===== config.mk =====
export PLATFORM = sky130hd
export DESIGN_NAME = rr_array_arbiter_flat
export DESIGN_NICKNAME = d
export VERILOG_FILES = /design/src/rtl/rr_array_arbiter_if.sv /design/src/rtl/rr_array_arbiter.sv /design/src/flat_wrapper.sv
export SDC_FILE = /design/constraint.sdc
export NUM_CORES = 1
export LEC_CHECK = 0
export CORE_UTILIZATION = 30
export CTS_CLUSTER_SIZE = 28
export DETAILED_ROUTE_END_ITERATION = 6
export GPL_TIMING_DRIVEN = 0
export MAX_ROUTING_LAYER = met4
export PLACE_DENSITY = 0.79
export SLEW_MARGIN = 20
export SYNTH_ARGS = -nofsm -noshare
export SYNTH_HDL_FRONTEND = slang
export SYNTH_SLANG_ARGS = --single-unit

===== constraint.sdc =====
create_clock -name clock -period 1.9 [get_ports clock]
set_clock_uncertainty 0.1 [all_clocks]
set_input_delay 0.38 -clock clock [delete_from_list [all_inputs] [get_ports clock]]
set_output_delay 0.38 -clock clock [all_outputs]
set_load 0.005 [all_outputs]

===== src/rtl/rr_array_arbiter_if.sv =====
// Request/grant and shared-sink signals of the round-robin array arbiter.
// The slave modport is the arbiter's view; master is the requester/sink side.
interface rr_array_arbiter_if #(
    parameter int unsigned M = 2,
    parameter int unsigned W = 8
);
    localparam int unsigned SW = (M > 1) ? $clog2(M) : 1;

    logic          req      [M];
    logic          req_last [M];
    logic [W-1:0]  req_data [M];
    logic          gnt      [M];
    logic          out_valid;
    logic [W-1:0]  out_data;
    logic          out_last;
    logic [SW-1:0] out_src;
    logic          out_ready;

    modport slave (
        input  req, req_last, req_data, out_ready,
        output gnt, out_valid, out_data, out_last, out_src
    );

    modport master (
        output req, req_last, req_data, out_ready,
        input  gnt, out_valid, out_data, out_last, out_src
    );
endinterface


===== src/rtl/rr_array_arbiter.sv =====
// Burst-granular round-robin arbiter: M requesters share one sink; a grant is held
// until the owner's last beat is accepted or the owner drops its request.
module rr_array_arbiter #(
    parameter int unsigned M = 2,
    parameter int unsigned W = 8
) (
    input  logic              clock,
    input  logic              reset,
    rr_array_arbiter_if.slave arb_io
);
    localparam int unsigned SW = (M > 1) ? $clog2(M) : 1;

    typedef enum logic [0:0] {StIdle, StBusy} state_e;

    state_e        state_q, state_d;
    logic [SW-1:0] ptr_q, ptr_d;
    logic [SW-1:0] owner_q, owner_d;
    logic          gnt_q [M];
    logic          gnt_d [M];

    logic          any_req;
    logic [SW-1:0] pick;
    int unsigned   idx;
    logic [SW-1:0] owner_inc;
    logic          own_req;
    logic          xfer;
    logic          release_own;

    // Rotating scan: first requester at or after ptr, wrapping modulo M.
    always_comb begin
        any_req = 1'b0;
        pick    = '0;
        idx     = 0;
        for (int unsigned k = 0; k < M; k++) begin
            idx = (32'(ptr_q) + k) % M;
            if (!any_req && arb_io.req[idx]) begin
                any_req = 1'b1;
                pick    = SW'(idx);
            end
        end
    end

    always_comb begin
        owner_inc   = (owner_q == SW'(M - 1)) ? '0 : owner_q + 1'b1;
        own_req     = arb_io.req[owner_q];
        xfer        = (state_q == StBusy) && own_req && arb_io.out_ready;
        // A dropped request ends the burst exactly like an accepted last beat.
        release_own = (state_q == StBusy) &&
                      (!own_req || (xfer && arb_io.req_last[owner_q]));
    end

    always_comb begin
        arb_io.out_valid = 1'b0;
        arb_io.out_data  = '0;
        arb_io.out_last  = 1'b0;
        arb_io.out_src   = '0;
        if (state_q == StBusy) begin
            arb_io.out_valid = own_req;
            arb_io.out_data  = arb_io.req_data[owner_q];
            arb_io.out_last  = arb_io.req_last[owner_q];
            arb_io.out_src   = owner_q;
        end
    end

    always_comb begin
        state_d = state_q;
        ptr_d   = ptr_q;
        owner_d = owner_q;
        gnt_d   = gnt_q;
        unique case (state_q)
            StIdle: begin
                if (any_req) begin
                    state_d = StBusy;
                    owner_d = pick;
                    for (int unsigned i = 0; i < M; i++) begin
                        gnt_d[i] = (SW'(i) == pick);
                    end
                end
            end
            StBusy: begin
                if (release_own) begin
                    state_d = StIdle;
                    ptr_d   = owner_inc;
                    for (int unsigned i = 0; i < M; i++) begin
                        gnt_d[i] = 1'b0;
                    end
                end
            end
        endcase
    end

    always_ff @(posedge clock) begin
        if (reset) begin
            state_q <= StIdle;
            ptr_q   <= '0;
            owner_q <= '0;
            for (int unsigned i = 0; i < M; i++) begin
                gnt_q[i] <= 1'b0;
            end
        end else begin
            state_q <= state_d;
            ptr_q   <= ptr_d;
            owner_q <= owner_d;
            for (int unsigned i = 0; i < M; i++) begin
                gnt_q[i] <= gnt_d[i];
            end
        end
    end

    always_comb begin
        for (int unsigned i = 0; i < M; i++) begin
            arb_io.gnt[i] = gnt_q[i];
        end
    end
endmodule


===== src/flat_wrapper.sv =====
// flat-port wrapper written by rule: the top's interface ports become plain ports
module rr_array_arbiter_flat 
#(
    parameter int unsigned M = 2,
    parameter int unsigned W = 8
)
  (clock, reset, arb_io_req, arb_io_req_last, arb_io_req_data, arb_io_out_ready, arb_io_gnt, arb_io_out_valid, arb_io_out_data, arb_io_out_last, arb_io_out_src);
  rr_array_arbiter_if #(.M(M), .W(W)) arb_io_i ();
  input  logic clock;
  input  logic reset;
  input wire logic [$bits(arb_io_i.req)-1:0] arb_io_req;
  input wire logic [$bits(arb_io_i.req_last)-1:0] arb_io_req_last;
  input wire logic [$bits(arb_io_i.req_data)-1:0] arb_io_req_data;
  input wire logic [$bits(arb_io_i.out_ready)-1:0] arb_io_out_ready;
  output wire logic [$bits(arb_io_i.gnt)-1:0] arb_io_gnt;
  output wire logic [$bits(arb_io_i.out_valid)-1:0] arb_io_out_valid;
  output wire logic [$bits(arb_io_i.out_data)-1:0] arb_io_out_data;
  output wire logic [$bits(arb_io_i.out_last)-1:0] arb_io_out_last;
  output wire logic [$bits(arb_io_i.out_src)-1:0] arb_io_out_src;
  assign arb_io_i.req = {>>{arb_io_req}};
  assign arb_io_i.req_last = {>>{arb_io_req_last}};
  assign arb_io_i.req_data = {>>{arb_io_req_data}};
  assign arb_io_i.out_ready = arb_io_out_ready;
  assign arb_io_gnt = {>>{arb_io_i.gnt}};
  assign arb_io_out_valid = arb_io_i.out_valid;
  assign arb_io_out_data = arb_io_i.out_data;
  assign arb_io_out_last = arb_io_i.out_last;
  assign arb_io_out_src = arb_io_i.out_src;
  rr_array_arbiter #(.M(M), .W(W)) u_core (.clock(clock), .reset(reset), .arb_io(arb_io_i));
endmodule

* Word level (Yosys, flattened, before mapping)
Cells that the tools add are included.
** Word-level totals
- Input port bits :: 23
- Flip-flop bits (word level) :: 5
- Logic and storage cells :: 58
- Output and inout bits :: 13
** Cells by class
- Multiplexer cells :: 30
- Reduce and logical (&&, ||, !) cells :: 11
- Bitwise operators :: 5
- Eq/ne operators :: 2
- $lt $le $gt $ge :: 3
- Add/sub/neg operators :: 2
** Operator list (number)
- $ge A33 B2 Y1 const B :: 2
- $not A1 Y33 :: 2
- $mux W8 :: 4
- $mux W1 :: 22
- $reduce_and A2 Y1 :: 3
- $logic_and A1 B1 Y1 :: 5
- $mux W2 :: 2
- $pmux W2 S2 :: 1
- $add A1 B1 Y1 const B :: 2
- $ge A2 B2 Y1 const B :: 1
- $logic_not A1 Y1 :: 2
- $ne A2 B1 Y1 const B :: 1
- $ne A2 B2 Y1 const B :: 1
- $not A1 Y1 :: 2
- $not A1 Y2 :: 1
- $pmux W1 S2 :: 1
- $logic_or A1 B1 Y1 :: 1

* Depth between registers and ports, before layout
- Depth in word-level cells :: 11
- Gate-level depth with buffers :: 4
- Mapped depth without buffers :: 3

* Worst setup path after synthesis
Ideal clock, no wire load.
- Path type :: register to output
- Start :: register u_core.owner_q
- End :: output arb_io_out_data[0]
- Data required time :: 1.420 ns
- Path buffers :: 2
- Slack :: 0.526 ns
- Cell stages (with the launch flop) :: 5
- Arrival :: 0.894 ns
- Path through :: dfxtp_1 -> buf_6 -> buf_2 -> mux2i_1 -> nor2b_1
** Between the ends
- Cells in the longest elaborated chain, start to end :: 5
** Ends and longest elaborated chain
- start, declared :: line rr_array_arbiter.sv:17 : logic [SW-1:0] owner_q, owner_d;
- start signal, assigned :: line rr_array_arbiter.sv:103 : owner_q <= owner_d;
- $not A1 Y2 (not written as such) :: line rr_array_arbiter.sv:59 : arb_io.out_data = arb_io.req_data[owner_q];
- $mux W8 (not written as such) (3 in series) :: line rr_array_arbiter.sv:59
- $mux W8 :: line rr_array_arbiter.sv:57 : if (state_q == StBusy) begin
- end, declared :: line flat_wrapper.sv:17 : output wire logic [$bits(arb_io_i.out_data)-1:0] arb_io_out_data;
No other way between the ends. The select of a mux whose other input is x is not followed.

* Final worst setup path
- Start :: input arb_io_req_last[0]
- End :: output arb_io_out_last
** Between the ends
- Cells in the longest elaborated chain, start to end :: 4
** Ends and longest elaborated chain
- start, declared :: line flat_wrapper.sv:12 : input wire logic [$bits(arb_io_i.req_last)-1:0] arb_io_req_last;
- $mux W1 (not written as such) (3 in series) :: line rr_array_arbiter.sv:60 : arb_io.out_last = arb_io.req_last[owner_q];
- $mux W1 :: line rr_array_arbiter.sv:57
- end, declared :: line flat_wrapper.sv:18 : output wire logic [$bits(arb_io_i.out_last)-1:0] arb_io_out_last;
No other way between the ends. The select of a mux whose other input is x is not followed.

==> reports/metrics.yaml <==
cts:
  path_clk_slew_ps: 40
  cts_tree: "built"
  clock_path_buffers: 2
  cts.sinks: 5
  clk_latency_ps: 240
  htreeDepth: 1
  postCtsHoldBufs: 0
  numCtsBuffers: 3
  cts_root_buf: "clkbuf_4"
die:
  die_x_um: 39.5
  io_pins: 36
  core_area_sq_um: 1300
  rows: 13
  initial_core_util: 0.325
  die_area_sq_um: 1560
  die_h_um: 39.5
layout:
  drive_gt1_frac: 0.196
  final_nets: 116
  layoutNonFillerInstCount: 107
  final_area_sq_um: 892
  n_antenna_cell: 0
  area_growth_pct: 111
job:
  cap_violations: 0
setup_path:
  cp.arrival_ps: 1390
  worstPathMaxFanout: 2
  cp.required_ps: 1420
  ff2ff_path_depth: 8
  cp-end-kind: "primary output"
  startpoint_type: "input pin"
  crit_type: "in2out"
sta:
  fin_crit_ps: 1870
  whs_ps: 371
  rsz0062_at_grt: "no"
  slew_violations: 0
  setup_ws_ps: 34.2
  worst_slew_pin_slew_ps: 290
  fmax_mhz: 536
  hold_violations: 0
  fin_crit_sh: 0.982
  maxSlewHeadroom: 0.806
  setup_viol: 0
synthesis:
  synth_seq_cells: 5
  synth_flop_cell: "dfxtp_1"
  syn_area_sq_um: 423
  seq_area_frac_synth: 0.237
  syn_inst: 47
  syn_area_per_cell_sq_um: 9.00
  async_reset_ff_frac: 0
  synth_edf_count: 0
  yosys_warnings: 0
  ys_types: 24
  synth_nets: 70
route:
  drtIter0Drc: 2
  dr.pass1.iters: 2
  detail-route-antenna-nets: 0
  via_count: 524
  drt-total-wl_um: 1230
  drc: 0
  wire_per_inst_um: 11.5
  vias_per_cell: 4.90
placement:
  placed_cell_area_sq_um: 792
  place_hpwl_um: 948
  placedCellCount: 97
  io_buffer_count: 35
  gp_routability_congestion: 0.749
  pre_cts_ws_ps: -281
global_routing:
  antenna_found_initial: 0
  grt_pass1_vias: 447
  globalRouteTotalUtil: 0.164
  grt_start_max_net_pins: 11
  gr-total-overflow: 0
  grt_pass1_wl_um: 1640
power:
  power.total_uw: 437
  power_density_nw_per_um2: 489
  ir_drop_mv: 0.381
  leakagePower_nw: 0.410
min_path:
  hp-class: "reg2reg"
  hold_depth: 2
status:
  status: "complete, no violations"
[critical path, cell delays in order]
cell	delay, ps
clkdlybuf4s50_1	410
mux2i_2	180
and2b_1	210
clkdlybuf4s15_1	210
[worst paths after layout]
kind / startpoint / slack [ps] / end
setup / recovery: arb_io_req_last[0] / 30 / arb_io_out_last
hold / removal: u_core.arb_io.gnt[0]$_SDFFE_PP0P_ / 370 / u_core.arb_io.gnt[0]$_SDFFE_PP0P_
setup reg to reg: u_core.owner_q$_SDFFE_PP0P_ / 140 / u_core.ptr_q$_SDFFE_PP0P_
hold reg to reg: u_core.arb_io.gnt[0]$_SDFFE_PP0P_ / 370 / u_core.arb_io.gnt[0]$_SDFFE_PP0P_
[power breakdown]
part	internal, mW	switching [mW]	leakage [nW]	total [mW]
combinational	0.130	0.0644	0.353	0.195
sequential	0.117	0.00858	0.0423	0.125
clock	0.0790	0.0377	0.0150	0.117
total	0.326	0.111	0.410	0.437
[placed cells by master (no fill, tap or decap), drive strengths merged]
cell and count:
nor2 1, dfxtp 5, o21bai 1, buf 8
nand2 2, nand3 1, o2bb2ai 1, dlymetal6s2s 2
clkbuf 5, dlygate4sd2 8, nor3 2, clkdlybuf4s50 22
and2 1, and2b 1, mux2 1, o22ai 1
a2bb2oi 1, nand3b 1, nand2b 1, a21oi 1
a41o 1, nor2b 10, clkdlybuf4s15 3, mux2i 10
a211oi 1, inv 1
[logic make-up after synthesis]
logic type	count (synthesis)	synth area share
AND/OR/NAND/NOR	20	0.275
multiplexers	11	0.290
AO/OA/AOI/OAI	7	0.142
flip-flops	5	0.237
buffers and inverters	4	0.0562
[per-layer routing]
layer / global-route usage / wire length, um / up-vias
li1: - / - / 255
met1: 0.136 / 436 / 238
met2: 0.295 / 630 / 27
met3: 0.0284 / 120 / 4
met4: 0.164 / 39 / 0
met5: - / 0 / -
[sequential cells by signal (all words and copies together), names as in the netlist]
register	flops
u_core.owner_q	1
u_core.arb_io.gnt	2
u_core.state_q	1
u_core.ptr_q	1
[Yosys cell counts (2+ instances only)]
| cell | count | area share |
|---|---|---|
| mux2i_2 | 2 | 0.065 |
| nand2_1 | 2 | 0.018 |
| nor2b_1 | 10 | 0.15 |
| mux2i_1 | 8 | 0.19 |
| dfxtp_1 | 5 | 0.24 |
| nor3_1 | 2 | 0.024 |
[through the flow]
stage	util	setup TNS (ps)
global placement	0.609	-1160
global route	0.686	0
CTS	0.678	-46.2
detailed placement	0.609	-1360
finish	0.686	0
floorplan	-	0
[what timing repair did]
| action | in CTS | in global routing |
|---|---|---|
| endpoints found under the setup margin | 11 | 6 |
| resized for setup | 24 | 3 |
| setup buffers | 6 | 1 |
[cell type report]
| type | count | area, sq um |
|---|---|---|
| Clock buffer | 4 | 26.3 |
| Buffer | 3 | 40.0 |
| Timing Repair Buffer | 41 | 390 |
| Inverter | 1 | 3.75 |
| Multi-Input combinational cell | 38 | 308 |
| Fill cell | 116 | 409 |
| Tap cell | 15 | 18.8 |
| Sequential cell | 5 | 105 |
Power figures use the tool's default switching activity.
